## src/rtl/fp_pkg.sv

```systemverilog
// Shared definitions for the single-precision floating-point datapath blocks.
package fp_pkg;

   localparam int SIGN_W      = 1;
   localparam int EXP_W       = 8;
   localparam int FRAC_W      = 23;
   localparam int MANT_W      = FRAC_W + 1;
   localparam int PROD_W      = 2 * MANT_W;
   localparam int BIAS        = 127;
   localparam int MULT_CYCLES = 24;

   localparam logic [31:0] QNAN    = 32'h7FC0_0000;
   localparam logic [31:0] POS_INF = 32'h7F80_0000;

   typedef struct packed {
      logic [SIGN_W-1:0] sign;
      logic [EXP_W-1:0]  exp;
      logic [FRAC_W-1:0] frac;
   } fp_word_t;

   typedef enum logic [2:0] {
      IDLE,
      UNPACK,
      MULT,
      NORM,
      ROUND,
      DONE
   } state_t;

endpackage

```

## src/rtl/fp_round_pack.sv

```systemverilog
// Round-to-nearest-even and packing of a normalised 48-bit significand product
// (leading one at bit 47) into an IEEE-754 single-precision word.
module fp_round_pack
   import fp_pkg::*;
(
   input  logic                sign,
   input  logic signed [9:0]   exp_in,
   input  logic [PROD_W-1:0]   prod,
   output logic [31:0]         word
);

   logic [FRAC_W-1:0] mant;
   logic              guard;
   logic              rnd;
   logic              sticky;
   logic              round_up;
   logic [MANT_W-1:0] sum;
   logic signed [9:0] exp_f;

   // NOTE: every signal driven here gets a value on every path, so no latch can be inferred.
   always_comb begin
      mant     = prod[PROD_W-2 -: FRAC_W];
      guard    = prod[PROD_W-2-FRAC_W];
      rnd      = prod[PROD_W-3-FRAC_W];
      sticky   = |prod[PROD_W-4-FRAC_W:0];
      round_up = guard & (rnd | sticky | mant[0]);
      sum      = {1'b0, mant} + {{FRAC_W{1'b0}}, round_up};
      // A carry out of the fraction leaves an all-zero fraction one binade higher.
      exp_f    = exp_in + $signed({9'd0, sum[MANT_W-1]});

      if (exp_f >= 10'sd255)
         word = {sign, POS_INF[30:0]};
      else if (exp_f <= 10'sd0)
         word = {sign, 31'd0};
      else
         word = {sign, exp_f[EXP_W-1:0], sum[FRAC_W-1:0]};
   end

endmodule

```

## src/rtl/fp_multiplier.sv

```systemverilog
// Multi-cycle IEEE-754 single-precision multiplier: radix-2 shift-add significand
// multiply with fixed 27-cycle latency from start acceptance to the done pulse.
module fp_multiplier
   import fp_pkg::*;
(
   input  logic        clk,
   input  logic        clear_b,
   input  logic        start,
   input  logic [31:0] A,
   input  logic [31:0] B,
   output logic        busy,
   output logic        done,
   output logic [31:0] P
);

   state_t            state;
   state_t            state_next;
   fp_word_t          a_reg;
   fp_word_t          b_reg;
   logic [4:0]        cnt;
   logic [PROD_W-1:0] mcand;
   logic [MANT_W-1:0] mplier;
   logic [PROD_W-1:0] prod;
   logic signed [9:0] exp_r;
   logic              sign_r;
   logic              special_r;
   logic [31:0]       special_word_r;
   logic [31:0]       p_r;
   logic [31:0]       rounded;

   logic              sign_ab;
   logic              a_nan, a_inf, a_zero;
   logic              b_nan, b_inf, b_zero;
   logic              special;
   logic [31:0]       special_word;
   logic signed [9:0] exp_sum;

   // NOTE: sequential state uses non-blocking assignments so every register samples pre-edge values.
   always_ff @(posedge clk or negedge clear_b) begin
      if (!clear_b)
         state <= IDLE;
      else
         state <= state_next;
   end

   always_comb begin
      state_next = state;
      case (state)
         IDLE:    if (start) state_next = UNPACK;
         UNPACK:  state_next = MULT;
         MULT:    if (cnt == 5'(MULT_CYCLES - 1)) state_next = NORM;
         NORM:    state_next = ROUND;
         ROUND:   state_next = DONE;
         DONE:    state_next = IDLE;
         default: state_next = IDLE;
      endcase
   end

   always_comb begin
      busy = (state != IDLE);
      done = (state == DONE);
   end

   // Operand classification; subnormals collapse to zero.
   always_comb begin
      sign_ab = a_reg.sign[0] ^ b_reg.sign[0];
      a_nan   = (a_reg.exp == '1) && (a_reg.frac != '0);
      a_inf   = (a_reg.exp == '1) && (a_reg.frac == '0);
      a_zero  = (a_reg.exp == '0);
      b_nan   = (b_reg.exp == '1) && (b_reg.frac != '0);
      b_inf   = (b_reg.exp == '1) && (b_reg.frac == '0);
      b_zero  = (b_reg.exp == '0);
      exp_sum = $signed({2'b00, a_reg.exp}) + $signed({2'b00, b_reg.exp}) - 10'(BIAS);

      special      = 1'b1;
      special_word = QNAN;
      if (a_nan || b_nan || (a_inf && b_zero) || (a_zero && b_inf))
         special_word = QNAN;
      else if (a_inf || b_inf)
         special_word = {sign_ab, POS_INF[30:0]};
      else if (a_zero || b_zero)
         special_word = {sign_ab, 31'd0};
      else begin
         special      = 1'b0;
         special_word = '0;
      end
   end

   fp_round_pack u_round_pack (
      .sign   (sign_r),
      .exp_in (exp_r),
      .prod   (prod),
      .word   (rounded)
   );

   always_ff @(posedge clk or negedge clear_b) begin
      if (!clear_b) begin
         a_reg          <= '0;
         b_reg          <= '0;
         cnt            <= '0;
         mcand          <= '0;
         mplier         <= '0;
         prod           <= '0;
         exp_r          <= '0;
         sign_r         <= 1'b0;
         special_r      <= 1'b0;
         special_word_r <= '0;
         p_r            <= '0;
      end else begin
         case (state)
            IDLE: begin
               if (start) begin
                  a_reg <= A;
                  b_reg <= B;
               end
            end
            UNPACK: begin
               sign_r         <= sign_ab;
               special_r      <= special;
               special_word_r <= special_word;
               exp_r          <= exp_sum;
               mcand          <= {{MANT_W{1'b0}}, 1'b1, a_reg.frac};
               mplier         <= {1'b1, b_reg.frac};
               prod           <= '0;
               cnt            <= '0;
            end
            MULT: begin
               if (mplier[0])
                  prod <= prod + mcand;
               mcand  <= mcand << 1;
               mplier <= mplier >> 1;
               cnt    <= cnt + 5'd1;
            end
            NORM: begin
               // Keep the leading one at bit 47; a product in [2,4) bumps the exponent instead.
               if (prod[PROD_W-1])
                  exp_r <= exp_r + 10'sd1;
               else
                  prod <= prod << 1;
            end
            ROUND: begin
               p_r <= special_r ? special_word_r : rounded;
            end
            default: ;
         endcase
      end
   end

   assign P = p_r;

endmodule

```

## config.mk

```make
export PLATFORM = sky130hd
export DESIGN_NAME = fp_multiplier
export DESIGN_NICKNAME = d
export VERILOG_FILES = /design/src/rtl/fp_pkg.sv /design/src/rtl/fp_round_pack.sv /design/src/rtl/fp_multiplier.sv
export SDC_FILE = /design/constraint.sdc
export NUM_CORES = 1
export LEC_CHECK = 0
export CORE_MARGIN = 2
export CORE_UTILIZATION = 60
export DETAILED_ROUTE_END_ITERATION = 16
export MAX_ROUTING_LAYER = met4
export PLACE_DENSITY = 0.91
export SKIP_CTS_REPAIR_TIMING = 1
export SLEW_MARGIN = 20
export SYNTH_ARGS = -nofsm -noshare
export SYNTH_HDL_FRONTEND = slang
export SYNTH_HIERARCHICAL = 1
export SYNTH_SLANG_ARGS = --single-unit
```

## constraint.sdc

```tcl
create_clock -name clk -period 4.11 [get_ports clk]
set_input_delay 0.822 -clock clk [delete_from_list [all_inputs] [get_ports clk]]
set_output_delay 0.822 -clock clk [all_outputs]
set_load 0.05 [all_outputs]
```

After elaboration in Yosys (flattened, before gate mapping)
Cells that the tools add are included.
{"block": "totals", "wordCells": 91, "out_inout_bits": 34, "regBits": 268, "input_bits": 67}
{"block": "classes", "n_addsub": 7, "n_mux": 20, "n_eq_ne": 13, "n_lt_le_gt_ge": 2, "reduce_logical": 28, "bitwise": 4}
{"cell": "$pmux W48 S3", "n": 1}
{"cell": "$mux W32", "n": 4}
{"cell": "$mux W48", "n": 2}
{"cell": "$pmux W48 S2", "n": 1}
{"cell": "$mux W31", "n": 2}
{"cell": "$add A48 B48 Y48", "n": 1}
{"cell": "$pmux W24 S2", "n": 1}
{"cell": "$logic_not A23 Y1", "n": 2}
{"cell": "$reduce_bool A23 Y1", "n": 2}
{"cell": "$add A23 B1 Y24", "n": 1}
{"cell": "$reduce_or A22 Y1", "n": 1}
{"cell": "$pmux W10 S2", "n": 1}
{"cell": "$eq A8 B8 Y1 const B", "n": 2}
{"cell": "$logic_not A8 Y1", "n": 2}
{"cell": "$pmux W3 S5", "n": 1}
{"cell": "$add A10 B2 Y10", "n": 1}
{"cell": "$add A10 B2 Y10 const B", "n": 1}
{"cell": "$ge A10 B9 Y1 const B", "n": 1}
{"cell": "$le A10 B1 Y1 const B", "n": 1}
{"cell": "$mux W10", "n": 1}
{"cell": "$ne A2 B2 Y1 const B", "n": 5}
{"cell": "$pmux W5 S2", "n": 1}
{"cell": "$sub A9 B7 Y10 const B", "n": 1}
{"cell": "$add A8 B8 Y9", "n": 1}
{"cell": "other kinds (17)", "n": 37}

Depth between registers and ports, before layout
Gate-level depths: netlist of the first run.
{"block": "depth", "depth_word": 10, "depth_mapped": 14, "ltp_nobuf": 14}

Cells and area by module
Netlist of the first run, hierarchy kept.
{"mod": "fp_multiplier", "area_each_um2": 13080.0, "cells_each": 1347, "n_inst": 1, "seq_area_each_um2": 5980.7}
{"mod": "fp_round_pack", "area_each_um2": 1029.7, "cells_each": 153, "n_inst": 1, "seq_area_each_um2": 0.0}

Worst setup path before layout of the first run
Ideal clock, no wire load.
{"block": "synth_path", "path_kind": "reg-to-reg", "start": "reg prod[26]", "end": "reg p_r[22] (netlist: P[22])", "path_slack_ns": 1.171, "stages_incl_launch_ff": 15, "n_path_buf": 1, "setup_ns": 0.133, "required_ns": 3.977, "period_less_slack_ns": 2.939, "arrival_time_ns": 2.806, "path_cell_list": "dfrtp_1 > nand4_1 > nor2_1 > nand3_1 > nor4_1 > ha_1 > ha_1 > nand3_1 > nor2_1 > xnor2_1 > nor3b_2 > buf_2 > nor3_1 > mux2i_1 > o21ai_0"}
{"block": "synth_via", "elab_chain_len": 6, "elab_cells_between_ends": 7, "classes_between": "add/sub (2); order compare (2); mux (3)"}
{"item": "start, declared", "line": "fp_multiplier.sv:23", "source": "logic [PROD_W-1:0] prod;"}
{"item": "start signal, assigned", "line": "fp_multiplier.sv:129", "source": "prod <= prod + mcand;"}
{"item": "start signal, assigned", "line": "fp_multiplier.sv:139", "source": "prod <= prod << 1;"}
{"item": "$add A23 B1 Y24 *", "line": "fp_round_pack.sv:27", "source": "sum = {1'b0, mant} + {{FRAC_W{1'b0}}, round_up};"}
{"item": "$add A10 B2 Y10", "line": "fp_round_pack.sv:29", "source": "exp_f = exp_in + $signed({9'd0, sum[MANT_W-1]});"}
{"item": "$le A10 B1 Y1", "line": "fp_round_pack.sv:33", "source": "else if (exp_f <= 10'sd0)"}
{"item": "$mux W31", "line": "fp_round_pack.sv:33"}
{"item": "$mux W31 *", "line": "fp_round_pack.sv:31", "source": "if (exp_f >= 10'sd255)"}
{"item": "via rounded[22]", "line": "fp_multiplier.sv:29", "source": "logic [31:0] rounded;"}
{"item": "$mux W32 *", "line": "fp_multiplier.sv:142", "source": "p_r <= special_r ? special_word_r : rounded;"}
{"item": "end signal, assigned", "line": "fp_multiplier.sv:142"}
{"item": "end, declared", "line": "fp_multiplier.sv:28", "source": "logic [31:0] p_r;"}
Mark *: on every way through the listed nets, which the timed path passes. The rest lies on a longest branch.
A chain may end at the register's enable or synchronous reset.

Final worst setup path of the first run
Ends and elaborated chain as after synthesis.

==> flow_summary_export.csv, run 1 <==
group,metric,value,unit
floorplanning,die_area,24800,um^2
synth,synth_cell_type_count,77,
synth,netlist_area,14100,um^2
critical_path,required,4.49,ns
sta,fin_setup_tns,0,ns
cts,clkSinkCount,239,
critical_path,crit_type,"reg -> reg",
critical_path,worstPathArrival,4.22,ns
cts,clockBufferDepth,3,
final_layout,area_growth,13.5,%
synth,ys_seq_area_frac,0.424,
synth,synth_area_leaders,"dfrtp_1 (42%), ha_1 (5.9%), mux2_2 (4.8%)",
drt,drtIter0Drc,1139,
placed_design,dpl-instance-area,15300,um^2
critical_path,slowest_stage,"a2bb2oi_2",
placed_design,gp_congestion,0.947,
cts,cts_tree,"yes",
placed_design,port_buffers,100,
critical_path,crit_chain,"nand4_1 -> nor2_1 -> nand3_1 -> nor4_1 -> ha_1 -> and3_1 -> xnor2_1 -> nor4_2 -> a2bb2oi_2 -> nor3_1 -> mux2i_1 -> o21ai_0",
final_layout,reg.largest.list,"mcand (48), prod (48)",
sta,rsz0062_at_grt,"no",
flow_run,max_cap_viol_count,0,
sta,setup_viol,0,
floorplanning,coreArea,23300,um^2
drt,antenna_left,0,
drt,drt_wl_total,35300,um
sta,drv_slew,0,
synth,syn_nets,1636,
global_routing,grt_use_total,0.300,
sta,period_minus_slack,3.84,ns
floorplanning,row_count,56,
final_layout,n_antenna_cell,0,
critical_path,path_buf_inv,0,
global_routing,antenna_found_initial,0,
cts,numCtsBuffers,24,
final_layout,fin_nets,1684,
sta,slew_headroom,0.338,
sta,hold_viol,0,
sta,fmax,0.261,GHz
sta,tightest_slew,0.992,ns
power,p_leak,0.00684,uW
drt,num_vias,11900,
drt,via_per_inst,6.34,
run_status,status,"complete, no violations",
synth,yosysTopAreaCellShare,0.424,
synth,ys_ff_latch,239,
synth,postSynthAreaPerCell,9.41,um^2
critical_path,cp-end-kind,"flip-flop",
sta,fin_skew,0.0205,ns
critical_path,crit_cells,12,
critical_path,cpPeakStageDelay,0.77,ns
worst_hold_path,hp-class,"in -> async",
cts,path_clk_slew,0.06,ns
floorplanning,pin_count,101,
floorplanning,initial_core_util,0.607,
global_routing,grt_max_degree,142,
synth,synth_edf_count,0,
drt,drc,0,
critical_path,critPathTopFamily,"simple AND/OR/NAND/NOR gates",
synth,yosysWarnings,6,
power,power.density,835,nW/um^2
placed_design,hpwl,24000,um
final_layout,finalInstanceArea,16000,um^2
synth,synth_ff_type,"dfrtp_1",
synth,synthArstFlopShare,1.00,
cts,cts_root_buf,"clkbuf_16",
global_routing,grt_pass1_wl,58900,um
global_routing,grt_remaining_overflow,0,
drt,wl_per_cell,18.8,um
cts,h-tree-depth,1,
synth,netlist_instances,1500,
critical_path,ff2ff_path_depth,12,
floorplanning,die_height,157,um
synth,synth_top_area_cell,"dfrtp_1",
global_routing,grt_pass1_vias,11800,
power,ir_worst_vdd,0.581,mV
sta,fin_crit_sh,0.934,
critical_path,crit_path_start_kind,"flip-flop",
critical_path,path_max_fanout,23,
final_layout,finalCoreUtilization,0.689,
floorplanning,die_w,157,um
drt,first_pass_iters,6,
final_layout,drive_gt1_frac,0.0922,
cts,worstSkewPairLatency,0.53,ns
-- metal layers --
layer,share of wire,wire [um],GRT usage,vias to the layer above
met5,0,0,-,-
met4,0.041,1460,0.111,0
met3,0.060,2130,0.0369,133
met2,0.49,17100,0.493,516
met1,0.41,14600,0.384,5730
li1,-,-,-,5543
-- cell families (layout without fill, tap and decap cells) --
logic type | Yosys count | in the layout | share of synthesized area
AND/OR/NAND/NOR | 470 | 470 | 0.158
AO/OA/AOI/OAI | 406 | 406 | 0.184
flip-flops | 239 | 239 | 0.424
buffers and inverters | 123 | 184 | 0.0369
multiplexers | 108 | 108 | 0.0820
XOR/XNOR | 85 | 85 | 0.0528
adder cells (fa/ha/maj) | 69 | 69 | 0.0623
-- cells in the final DEF (no fill, tap or decap), types with 4 or more instances in the layout --
| master | n |
|---|---|
| xor2_1 | 32 |
| nor2_2 | 4 |
| and2_1 | 6 |
| buf_4 | 13 |
| a221oi_1 | 24 |
| nand2_1 | 173 |
| o22ai_1 | 5 |
| nor3_1 | 36 |
| nor2_1 | 111 |
| nand4_1 | 32 |
| nand2b_1 | 6 |
| clkinv_2 | 4 |
| inv_1 | 30 |
| mux2_2 | 60 |
| nor4_1 | 23 |
| clkdlybuf4s50_1 | 99 |
| a22oi_1 | 22 |
| a22o_1 | 27 |
| o21ai_0 | 128 |
| a21o_1 | 34 |
| nand3_1 | 29 |
| clkbuf_16 | 24 |
| o21ai_1 | 20 |
| a21oi_1 | 84 |
| a211oi_1 | 5 |
| o21bai_1 | 8 |
| and3_1 | 12 |
| xnor2_1 | 53 |
| ha_1 | 67 |
| nor2b_1 | 6 |
| dfrtp_1 | 239 |
| clkbuf_8 | 4 |
| mux2i_1 | 47 |
| a31oi_1 | 11 |
-- cell usage after synthesis, types with 23 or more instances --
cell      number
a21o_1        34
a21oi_1       84
a221oi_1      24
a22o_1        27
clkbuf_1      64
dfrtp_1      239
ha_1          67
inv_1         30
mux2_2        60
mux2i_1       47
nand2_1      173
nand3_1       29
nand4_1       32
nor2_1       115
nor3_1        36
nor4_1        23
o21ai_0      128
xnor2_1       53
xor2_1        32
-- path summary, 6_finish.rpt --
kind,start,end,slack [ns]
worst max register to register,prod[26],P[22],0.27
worst max-delay path,prod[26],P[22],0.27
min in group clk,P[23],P[23],0.48
worst min-delay path,clear_b,mcand[38],0.32
worst min register to register,P[23],P[23],0.48
max in group asynchronous,clear_b,mplier[15],2.81
-- where the power goes --
part | internal, uW | switching, uW | total (uW) | leakage, uW
clock network | 1200 | 912 | 2110 | 0.000365
logic | 2780 | 4070 | 6850 | 0.00346
registers | 3340 | 1080 | 4410 | 0.00302
-- final cells by class --
cell class | instances | area, um^2
clock inverters | 8 | 81.3
inverters | 30 | 113
clock buffers | 31 | 667
fillers | 1706 | 7240
flip-flops and latches | 239 | 5980
well taps | 319 | 399
repair buffers | 115 | 1140
multi-input cells | 1138 | 7640
-- metrics by stage --
stage | total power [uW] | setup slack (ns) | cells | hold WS [ns]
2_1_floorplan | 9380 | 1.17 | 1500 | 0.449
3_3_place_gp | 10700 | 0.472 | 1841 | 0.460
3_5_place_dp | 11100 | 0.384 | 1841 | 0.469
4_1_cts | 13300 | 0.372 | 1880 | 0.349
5_1_grt | 14300 | 0.0575 | 1880 | 0.373
6_report | 13400 | 0.273 | 1880 | 0.320
Note: power is estimated with default switching activity, not from simulation.
==> run 2: changes to the inputs <==
--- a/config.mk
+++ b/config.mk
@@ -9,7 +9,7 @@
 export CORE_UTILIZATION = 60
 export DETAILED_ROUTE_END_ITERATION = 16
 export MAX_ROUTING_LAYER = met4
-export PLACE_DENSITY = 0.91
+export PLACE_DENSITY = 0.87
 export SKIP_CTS_REPAIR_TIMING = 1
 export SLEW_MARGIN = 20
 export SYNTH_ARGS = -nofsm -noshare
==> run 2 against run 1 <==
  * Clock-buffer cell count increased by 9
  * Global-route usage decreased by 0.43 points
  * First-iteration DRC count decreased by 25%
  * Largest power group unchanged
  * Sequential power about the same
  * Sequential share of layout area decreased by 0.31 points
  * Sequential cell count unchanged
  * Setup slack improved by 0.17 ns
  * Final cell count increased by 0.43%
  * Routed wire length increased by 0.82%
  * Critical path depth decreased by 1
==> flow_summary_export.csv, run 2 (synthesized netlist as in run 1, its figures left out) <==
group,metric,value,unit
final_layout,stdcell_count,1888,
critical_path,crit_chain,"nand3_1 -> or3_4 -> nor4_1 -> ha_1 -> ha_1 -> nand3_1 -> a32oi_1 -> a2bb2oi_4 -> nor3_1 -> mux2i_1 -> o21ai_0",
critical_path,crit_type,"reg -> reg",
drt,via_per_inst,6.33,
power,p_leak,0.00691,uW
sta,fin_setup_tns,0,ns
critical_path,path_buf_inv,0,
global_routing,antenna_found_initial,0,
global_routing,grt_pass1_wl,57600,um
sta,slew_headroom,0.330,
critical_path,r2r_start,"prod[29]",
floorplanning,row_count,56,
critical_path,ff2ff_path_depth,11,
power,internal_power,7530,uW
sta,hold_viol,0,
critical_path,slowest_stage,"a2bb2oi_4",
final_layout,fill_cells,1695,
sta,fin_crit_sh,0.893,
global_routing,grt_max_degree,118,
drt,drc,0,
sta,fmax,0.272,GHz
floorplanning,die_area,24800,um^2
drt,drt_wl_total,35600,um
cts,clkSinkCount,239,
critical_path,required,4.49,ns
global_routing,use_met2,0.480,
critical_path,timing.rr.end,"P[22]",
final_layout,fin_nets,1686,
cts,clockBufferDepth,3,
cts,numCtsBuffers,26,
critical_path,critPathTopFamily,"simple AND/OR/NAND/NOR gates",
sta,hold_slack,0.368,ns
power,power.density,845,nW/um^2
power,swShare,0.449,
floorplanning,die_w,157,um
power,p_sw,6130,uW
cts,cts_root_buf,"clkbuf_16",
global_routing,met1_usage,0.375,
drt,num_vias,12000,
floorplanning,initial_core_util,0.607,
final_layout,drive_gt1_frac,0.0943,
critical_path,crit_path_start_kind,"flip-flop",
placed_design,port_buffers,100,
sta,rsz0062_at_grt,"no",
sta,period_minus_slack,3.67,ns
critical_path,cpPeakStageDelay,0.53,ns
drt,antenna_left,0,
cts,cts_tree,"yes",
sta,drv_slew,0,
final_layout,finalCoreUtilization,0.695,
drt,wl_per_cell,18.9,um
critical_path,worstPathArrival,4.05,ns
global_routing,grtUsageMet3,0.0402,
final_layout,final_cell_mix,"dfrtp_1 (239), nand2_1 (172), o21ai_0 (128)",
floorplanning,pin_count,101,
drt,first_pass_iters,5,
power,p_comb_frac,0.502,
final_layout,reg.largest.list,"mcand (48), prod (48)",
global_routing,grt_pass1_vias,11500,
placed_design,hpwl,24300,um
cts,worstSkewPairLatency,0.56,ns
cts,path_clk_slew,0.06,ns
sta,fin_skew,0.0197,ns
placed_design,placed_cells,1841,
power,ir_worst_vdd,0.497,mV
critical_path,cp-end-kind,"flip-flop",
drt,drtIter0Drc,850,
flow_run,max_cap_viol_count,0,
critical_path,path_max_fanout,23,
final_layout,area_growth,14.5,%
global_routing,grt_remaining_overflow,0,
global_routing,grt_use_total,0.296,
critical_path,regToRegSetupSlack,0.44,ns
floorplanning,die_height,157,um
power,clock_power_share,0.175,
final_layout,final_common_cell,"dfrtp_1",
power,seqPwrFrac,0.323,
final_layout,n_antenna_cell,0,
floorplanning,coreArea,23300,um^2
cts,h-tree-depth,1,
sta,tightest_slew,1.00,ns
worst_hold_path,hp-class,"in -> async",
global_routing,grt.busiest_layer,"met2",
sta,setup_viol,0,
run_status,status,"complete, no violations",
placed_design,gp_congestion,0.926,
## run 2: cell count changes in the layout (fill, tap and decap cells not counted), sizes merged
cell      delta
clkinvlp     -2
clkinv       -2
clkbuf       +9
bufinv       +1
inv          +2
## run 2: per-stage QoR
step / power [uW] / worst slack, ns / area (um^2)
global route: 14600 / 0.270 / 16200
finish: 13700 / 0.439 / 16200
detailed placement: 11100 / 0.250 / 15300
CTS: 13600 / 0.250 / 16100
floorplan: 9380 / 1.17 / 14100
global placement: 10800 / 0.389 / 15300
## run 2: layout make-up
| type | instances | area (um^2) | share of cell area |
|---|---|---|---|
| Timing Repair Buffer | 115 | 1130 | 0.0700 |
| Tap cell | 319 | 399 | 0.0247 |
| Sequential cell | 239 | 5980 | 0.370 |
| Clock buffer | 40 | 763 | 0.0472 |
| Clock inverter | 7 | 120 | 0.00743 |
| Multi-Input combinational cell | 1138 | 7650 | 0.473 |
| Inverter | 30 | 113 | 0.00697 |
## run 2: how the worst max path moves through the flow
stage                     slack (ns)     to  depth (start not counted)      from
after floorplan                 1.17  P[22]                         14  prod[26]
after CTS                       0.25  P[22]                         11  prod[29]
after global placement          0.39  P[22]                         11  prod[29]
after detailed placement        0.25  P[22]                         11  prod[29]
after global routing            0.27  P[22]                         12  prod[27]
final                           0.44  P[22]                         11  prod[29]
## run 2: worst register-to-register path, stage by stage, from the launching register on
cell       delay (ns)
dfrtp_1          0.48
nand3_1          0.14
or3_4            0.42
nor4_1           0.51
ha_1             0.28
ha_1             0.25
nand3_1          0.18
a32oi_1          0.33
a2bb2oi_4        0.53
nor3_1           0.15
mux2i_1          0.15
o21ai_0          0.08
## run 2: power by group through the flow
stage	sequential (uW)	clock [uW]	combinational, uW
floorplan	4310	0	5070
global placement	4320	0	6460
detailed placement	4390	0	6670
CTS	4380	2420	6790
global route	4530	2510	7570
finish	4410	2400	6860
## run 2: metal layers
layer | wire length [um] | up-vias
met1 | 15000 | 5819
met4 | 1560 | 0
met5 | 0 | -
met3 | 1910 | 129
met2 | 17200 | 449
li1 | - | 5555
==> run 3: changes to the inputs <==
--- a/config.mk
+++ b/config.mk
@@ -7,6 +7,7 @@
 export LEC_CHECK = 0
 export CORE_MARGIN = 2
 export CORE_UTILIZATION = 60
+export CTS_BUF_LIST = sky130_fd_sc_hd__clkbuf_2 sky130_fd_sc_hd__clkbuf_4 sky130_fd_sc_hd__clkbuf_8
 export DETAILED_ROUTE_END_ITERATION = 16
 export MAX_ROUTING_LAYER = met4
 export PLACE_DENSITY = 0.87
==> run 3 against run 2 <==
  * Hold slack got worse by 0.0048 ns
  * Final cell count rose by 1.3%
  * Clock-buffer cell count rose by 26
  * First-iteration DRC count rose by 15%
  * Largest cell class unchanged
  * Largest power group unchanged
  * Sequential share of layout area barely moved
==> flow_summary_export.csv, run 3 (synthesized netlist as in run 1, its figures left out) <==
group,metric,value,unit
placed_design,hpwl,24300,um
placed_design,port_buffers,100,
worst_hold_path,hp-class,"in -> async",
global_routing,grt_use_total,0.301,
sta,setup_viol,0,
critical_path,cpPeakStageDelay,0.54,ns
critical_path,crit_path_start_kind,"flip-flop",
critical_path,worstPathArrival,4.05,ns
floorplanning,coreArea,23300,um^2
drt,drc,0,
power,seqPwrFrac,0.325,
power,swShare,0.452,
critical_path,regToRegSetupSlack,0.43,ns
critical_path,required,4.48,ns
floorplanning,pin_count,101,
sta,fin_skew,0.0443,ns
drt,routed.top_layer,"met4",
power,p_sw,6150,uW
sta,hold_slack,0.364,ns
cts,cts_root_buf,"clkbuf_8",
power,power.density,841,nW/um^2
drt,wl_met3,2140,um
final_layout,area_growth,14.6,%
floorplanning,die_area,24800,um^2
critical_path,cp-end-kind,"flip-flop",
sta,period_minus_slack,3.68,ns
drt,via_per_inst,6.26,
power,internal_power,7460,uW
drt,dr_wl_met2,17500,um
final_layout,final_common_cell,"dfrtp_1",
global_routing,antenna_found_initial,0,
final_layout,final_cell_mix,"dfrtp_1 (239), nand2_1 (172), o21ai_0 (128)",
floorplanning,row_count,56,
cts,clkSinkCount,239,
floorplanning,die_height,157,um
sta,fin_setup_tns,0,ns
placed_design,gp_congestion,0.926,
critical_path,critPathTopFamily,"simple AND/OR/NAND/NOR gates",
sta,fin_crit_sh,0.896,
cts,clockBufferDepth,3,
cts,cts_tree,"yes",
sta,rsz0062_at_grt,"no",
critical_path,path_buf_inv,0,
sta,tightest_slew,1.00,ns
cts,h-tree-depth,2,
drt,first_pass_iters,6,
drt,drtIter0Drc,979,
drt,num_vias,12000,
critical_path,crit_type,"reg -> reg",
sta,slew_headroom,0.329,
flow_run,max_cap_viol_count,0,
sta,drv_slew,0,
critical_path,ff2ff_path_depth,11,
cts,worstSkewPairLatency,0.58,ns
cts,numCtsBuffers,40,
critical_path,crit_chain,"nand3_1 -> or3_4 -> nor4_1 -> ha_1 -> ha_1 -> nand3_1 -> a32oi_1 -> a2bb2oi_4 -> nor3_1 -> nand2_1 -> o21ai_0",
critical_path,slowest_stage,"a2bb2oi_4",
power,p_leak,0.00695,uW
sta,hold_viol,0,
floorplanning,initial_core_util,0.607,
power,ir_worst_vdd,0.491,mV
drt,antenna_left,0,
global_routing,grt_pass1_wl,58400,um
cts,path_clk_slew,0.06,ns
floorplanning,die_w,157,um
global_routing,grt_max_degree,118,
drt,drt_wl_total,35900,um
final_layout,reg.largest.list,"mcand (48), prod (48)",
run_status,status,"complete, no violations",
final_layout,n_antenna_cell,0,
power,clock_power_share,0.173,
global_routing,grt_pass1_vias,11700,
drt,wl_met1,15000,um
final_layout,drive_gt1_frac,0.113,
global_routing,grt_remaining_overflow,0,
critical_path,r2r_start,"prod[29]",
power,p_comb_frac,0.502,
sta,fmax,0.272,GHz
final_layout,fin_nets,1700,
critical_path,timing.rr.end,"P[16]",
drt,wl_per_cell,18.8,um
critical_path,path_max_fanout,23,
-- run 3: worst max-delay path by stage --
stage              from     to  slack [ns]  cells past startpoint
2_1_floorplan  prod[26]  P[22]        1.17                     14
3_3_place_gp   prod[29]  P[22]        0.39                     11
3_5_place_dp   prod[29]  P[22]        0.25                     11
4_1_cts        prod[29]  P[22]        0.22                     11
5_1_grt        prod[29]  P[16]        0.28                     11
6_report       prod[29]  P[16]        0.43                     11
-- run 3: through the flow --
| stage | util | std cells | total power, uW | instance area, um^2 | setup slack (ns) |
|---|---|---|---|---|---|
| CTS | 0.695 | 1912 | 13500 | 16200 | 0.217 |
| floorplan | - | 1500 | 9380 | 14100 | 1.17 |
| finish | 0.695 | 1912 | 13600 | 16200 | 0.428 |
| global route | 0.695 | 1912 | 14600 | 16200 | 0.281 |
| global placement | 0.656 | 1841 | 10800 | 15300 | 0.389 |
| detailed placement | 0.656 | 1841 | 11100 | 15300 | 0.250 |
-- run 3: final cells by class --
type                            instances  area (um^2)
Clock inverter                          5         76.3
Multi-Input combinational cell       1138         7650
Fill cell                            1680         7090
Timing Repair Buffer                  115         1130
Inverter                               30          113
Tap cell                              319          399
Clock buffer                           66          827
Sequential cell                       239         5980
-- run 3: per-layer routing --
metal,GRT usage,vias to the layer above
li1,-,5582
met1,0.378,5813
met2,0.490,480
met3,0.0463,102
met4,0.120,0
met5,-,-
-- run 3: power groups by stage --
stage	clock network (uW)	registers, uW	logic (uW)
final	2350	4420	6830
after CTS	2370	4380	6770
after floorplan	0	4310	5070
after global placement	0	4320	6460
after detailed placement	0	4390	6670
after global routing	2470	4530	7560
==> variant 1, RTL diff (flow settings as in run 2) <==
Register the input `A` before use, cleared by the reset. The logic sees it one clock later. The other inputs are not delayed to match.
--- a/src/rtl/fp_multiplier.sv
+++ b/src/rtl/fp_multiplier.sv
@@ -12,6 +12,16 @@
    output logic        done,
    output logic [31:0] P
 );
+
+   logic [31:0] A_q;
+
+   always_ff @(posedge clk or negedge clear_b) begin
+      if (!clear_b) begin
+         A_q <= '0;
+      end else begin
+         A_q <= A;
+      end
+   end
 
    state_t            state;
    state_t            state_next;
@@ -110,7 +120,7 @@
          case (state)
             IDLE: begin
                if (start) begin
-                  a_reg <= A;
+                  a_reg <= A_q;
                   b_reg <= B;
                end
             end
Check against the original RTL: no difference found for any inputs over 10 cycles, from zero or initial values; that may be too few to reach the edited logic, so the function may still have changed.
==> variant 1 against run 2 <==
Worst setup slack got worse by 89 ps. Final area increased by 6.1%. Total power rose by 8.3%. Area after synthesis increased by 5.7%. Routed wire length down 1.4%. Sequential cell count increased by 32. Count of clock-buffer cells in the layout down 3. Critical path type unchanged. Critical endpoint is now P[2]$_DFFE_PN0P_. Largest cell class unchanged.
==> variant 1: results (changes against run 2) <==
xor/xnor cell area share of the yosys netlist=4.873% (-0.40 points); flop2flop setup slack=350 ps (-90 ps); final wirelength=35.10 mm (-1.4%); Seq/Total Area, Yosys=45.45% (+3.1 points); crit-path max FO=23 (unchanged); Vias/cell=6.184 (-2.3%); Critical Path Max Stage Delay=740 ps (+210 ps); Final HPWL DP=24.16 mm (-0.74%); WL met3=1.870 mm (-2.2%); gpl congestion=0.9215 (-0.51%); wire length of the first global-routing pass=59.08 mm (+2.6%); Hold/Removal Path Class=in2async; leading registers by flop count=mcand x48, prod x48; main area contributors after synthesis=dfrtp_1 (45%), ha_1 (5.6%), o21ai_0 (4.6%), mux2_2 (4.5%), nand2_1 (4.2%); Worst-path clk slew=70 ps; Routed met2 length=17.20 mm (+0.20%); Pleak=0.007292 uW (+5.6%); CP top delay family=simple AND/OR/NAND/NOR gates; status=complete, no violations; Worst Path Arrival=4170 ps (+120 ps); Initial DRC Count=1,078 (+27%); Compound-Gate Fraction of Synth Area=17.56% (-0.85 points); Fillers=1,771 (+4.5%); Worst Reg-to-Reg Cells=11 (unchanged); vias in the first global route=11,790 (+2.7%); library cells used by synthesis=84 (+9.1%); Clock Latency Late Sink=570 ps; DRT Pass-1 Iters=6 (+1); port buffer count=100 (unchanged); Synth Area in Adders=5.887% (-0.34 points); gr usage total=28.19% (-1.4 points); post-synthesis mux area share=7.749% (-0.45 points); total CTS buffers=28 (+7.7%); max_slew headroom=29.95% (-3.0 points); R2R Path End=P[2]$_DFFE_PN0P_; async set or reset register ratio after synthesis=100.0% (unchanged); VDD IR max=0.5065 mV (+1.9%); Clock Skews=24.59 ps (+4.934 ps); Antenna Diode Count=0 (unchanged); largest net degree at the start of global routing=119 (+0.85%); post-place instance area=16,110 sq um (+5.6%); worst reg2reg startpoint=prod[29]$_DFFE_PN0P_; commonest cells in the netlist=dfrtp_1 (271), nand2_1 (168), o21ai_0 (136); Top Metal Used=met4; Syn Nets=1,658 (+1.3%); layout cells sized above 1=10.76% (+1.3 points); Max Cap Viol=0 (unchanged); kind of critical path=reg2reg; yosys warns=6 (unchanged); slowest CP cell=a2bb2oi_2; WL met1=14.99 mm (+0.21%); initial antenna violation count=0 (unchanged); worst-case clock buffer depth=3 (unchanged); Switching Share=43.80% (-1.1 points); final hold slack=317.2 ps (-51.18 ps)
## variant 1: cell types whose count changed after synthesis, sizes merged, moves of 7 or more
cell / change
a21o: -10
a31oi: +7
dfrtp: +32
nand4: -7
nor2: +8
xnor2: -8
## variant 1: area by class of cell
cell class,count,share of cell area (%)
Tap cell,324,2.366
Sequential cell,271,39.57
Clock buffer,37,4.636
Clock inverter,12,1.307
Timing Repair Buffer,117,6.761
Multi-Input combinational cell,1134,44.74
Inverter,28,0.6133
## variant 1: cells by family (layout without fill, tap and decap cells)
family / after synthesis / in the layout
AO/OA/AOI/OAI: 401 / 401
XOR/XNOR: 83 / 83
flip-flops: 271 / 271
buffers and inverters: 117 / 194
adder cells (fa/ha/maj): 69 / 69
AND/OR/NAND/NOR: 473 / 473
multiplexers: 108 / 108
## variant 1: power groups by stage
stage | Clock (uW) | Combinational (uW) | Sequential [uW]
3_3_place_gp | 0 | 6840 | 4720
2_1_floorplan | 0 | 5300 | 4780
5_1_grt | 2890 | 7990 | 4940
3_5_place_dp | 0 | 7080 | 4790
6_report | 2760 | 7230 | 4800
4_1_cts | 2790 | 7170 | 4770
## variant 1: routing by layer
layer | global-route usage (%) | up-vias
li1 | - | 5610
met1 | 37.06 | 5787
met2 | 46.17 | 402
met3 | 3.754 | 93
met4 | 8.648 | 0
met5 | - | -
## variant 1: per-stage QoR
stage	cells	setup WS (ps)	utilization [%]	power, uW
after global routing	1923	76.34	70.26	15820
final	1923	350.1	70.26	14800
after floorplan	1522	1171	-	10080
after CTS	1923	373.0	70.24	14720
after detailed placement	1874	374.9	66.07	11870
after global placement	1874	488.5	66.07	11560
==> variant 2, RTL diff (flow settings as in run 2) <==
Without the edit above. Set the package constant `MULT_CYCLES` to 18 (it was 24).
--- a/src/rtl/fp_pkg.sv
+++ b/src/rtl/fp_pkg.sv
@@ -7,7 +7,7 @@
    localparam int MANT_W      = FRAC_W + 1;
    localparam int PROD_W      = 2 * MANT_W;
    localparam int BIAS        = 127;
-   localparam int MULT_CYCLES = 24;
+   localparam int MULT_CYCLES = 18;
 
    localparam logic [31:0] QNAN    = 32'h7FC0_0000;
    localparam logic [31:0] POS_INF = 32'h7F80_0000;
Formal check against the unedited RTL: same outputs for any inputs over 10 cycles, from zero or initial values; that may be too few to reach the edited logic, so the function may still have changed.
==> variant 2 against run 2 <==
Total power increased by 9.5%. Via count is essentially flat. Area after synthesis increased by 1.0%. Final area increased by 1.0%. Worst setup slack got worse by 31 ps. Sequential cell count stayed put. Routed wire length is 1.4% higher. Clock power grew 6%. Sequential share of layout area is 0.38 points lower.
==> variant 2: results (changes against run 2) <==
commonest cells in the netlist=dfrtp_1 (239), nand2_1 (175), o21ai_0 (140); Worst Reg-to-Reg Cells=11 (unchanged); DRT Pass-1 Iters=5 (unchanged); Antenna Diode Count=0 (unchanged); final hold slack=256.7 ps (-111.7 ps); Clock Latency Late Sink=530 ps (-30 ps); WL met3=2.159 mm (+13%); met3 GRT Util=3.723% (-0.30 points); pre-CTS WS=236.1 ps (-13.80 ps); Worst Path Arrival=4070 ps (+20 ps); Clock Skews=9.059 ps (-10.60 ps); Initial DRC Count=1,115 (+31%); gr usage total=29.77% (+0.21 points); WL met1=15.38 mm (+2.9%); flop2flop setup slack=410 ps (-30 ps); wire length of the first global-routing pass=58.64 mm (+1.9%); Final nets=1,698 (+0.71%); met1 Use GR=39.09% (+1.6 points); Routed met2 length=17.31 mm (+0.82%); main area contributors after synthesis=dfrtp_1 (42%), ha_1 (6.0%), o21ai_0 (4.9%), mux2_2 (4.7%), nand2_1 (4.6%); Seq/Total Area, Yosys=41.97% (-0.42 points); WL/cell=19.00 um (+0.79%); Vias/cell=6.292 (-0.61%); routing usage on met2=47.66% (-0.35 points); crit path launch=prod[29]$_DFFE_PN0P_; library cells used by synthesis=78 (+1.3%); post-place instance area=15,350 sq um (+0.61%); Root Driver=clkbuf_16; layout cells sized above 1=9.804% (+0.37 points); Final HPWL DP=24.94 mm (+2.4%); Worst Max-Slew Pin Slew=1041 ps (+38.49 ps); VDD IR max=0.5330 mV (+7.2%); largest net degree at the start of global routing=105 (-11%); vias in the first global route=11,640 (+1.4%); Pleak=0.006903 uW (about the same); gpl congestion=0.9562 (+3.2%); status=complete, no violations
==> variant 2: logic make-up (layout without fill, tap and decap cells) <==
logic type,Yosys count,in the layout,synth area share (%)
AO/OA/AOI/OAI,412,412,18.64
multiplexers,108,108,8.112
XOR/XNOR,85,85,5.224
buffers and inverters,129,193,3.968
flip-flops,239,239,41.97
AND/OR/NAND/NOR,474,474,15.84
adder cells (fa/ha/maj),70,70,6.251
==> variant 2: final cells by class <==
cell class / count / area [sq um]
well taps: 319 / 399.1
repair buffers: 114 / 1124
multi-input cells: 1149 / 7746
flip-flops and latches: 239 / 5981
inverters: 31 / 116.4
fillers: 1732 / 7077
clock inverters: 5 / 103.9
clock buffers: 43 / 855.8
==> variant 2: where the power goes <==
group	switching [uW]	internal [uW]
registers	1190	3440
clock network	951	1600
logic	4660	3110
==> variant 2: through the flow <==
step	instances	util (%)
after floorplan	1517	-
after global placement	1852	65.61
after detailed placement	1852	65.61
after CTS	1900	69.71
after global routing	1900	69.76
final	1900	69.76
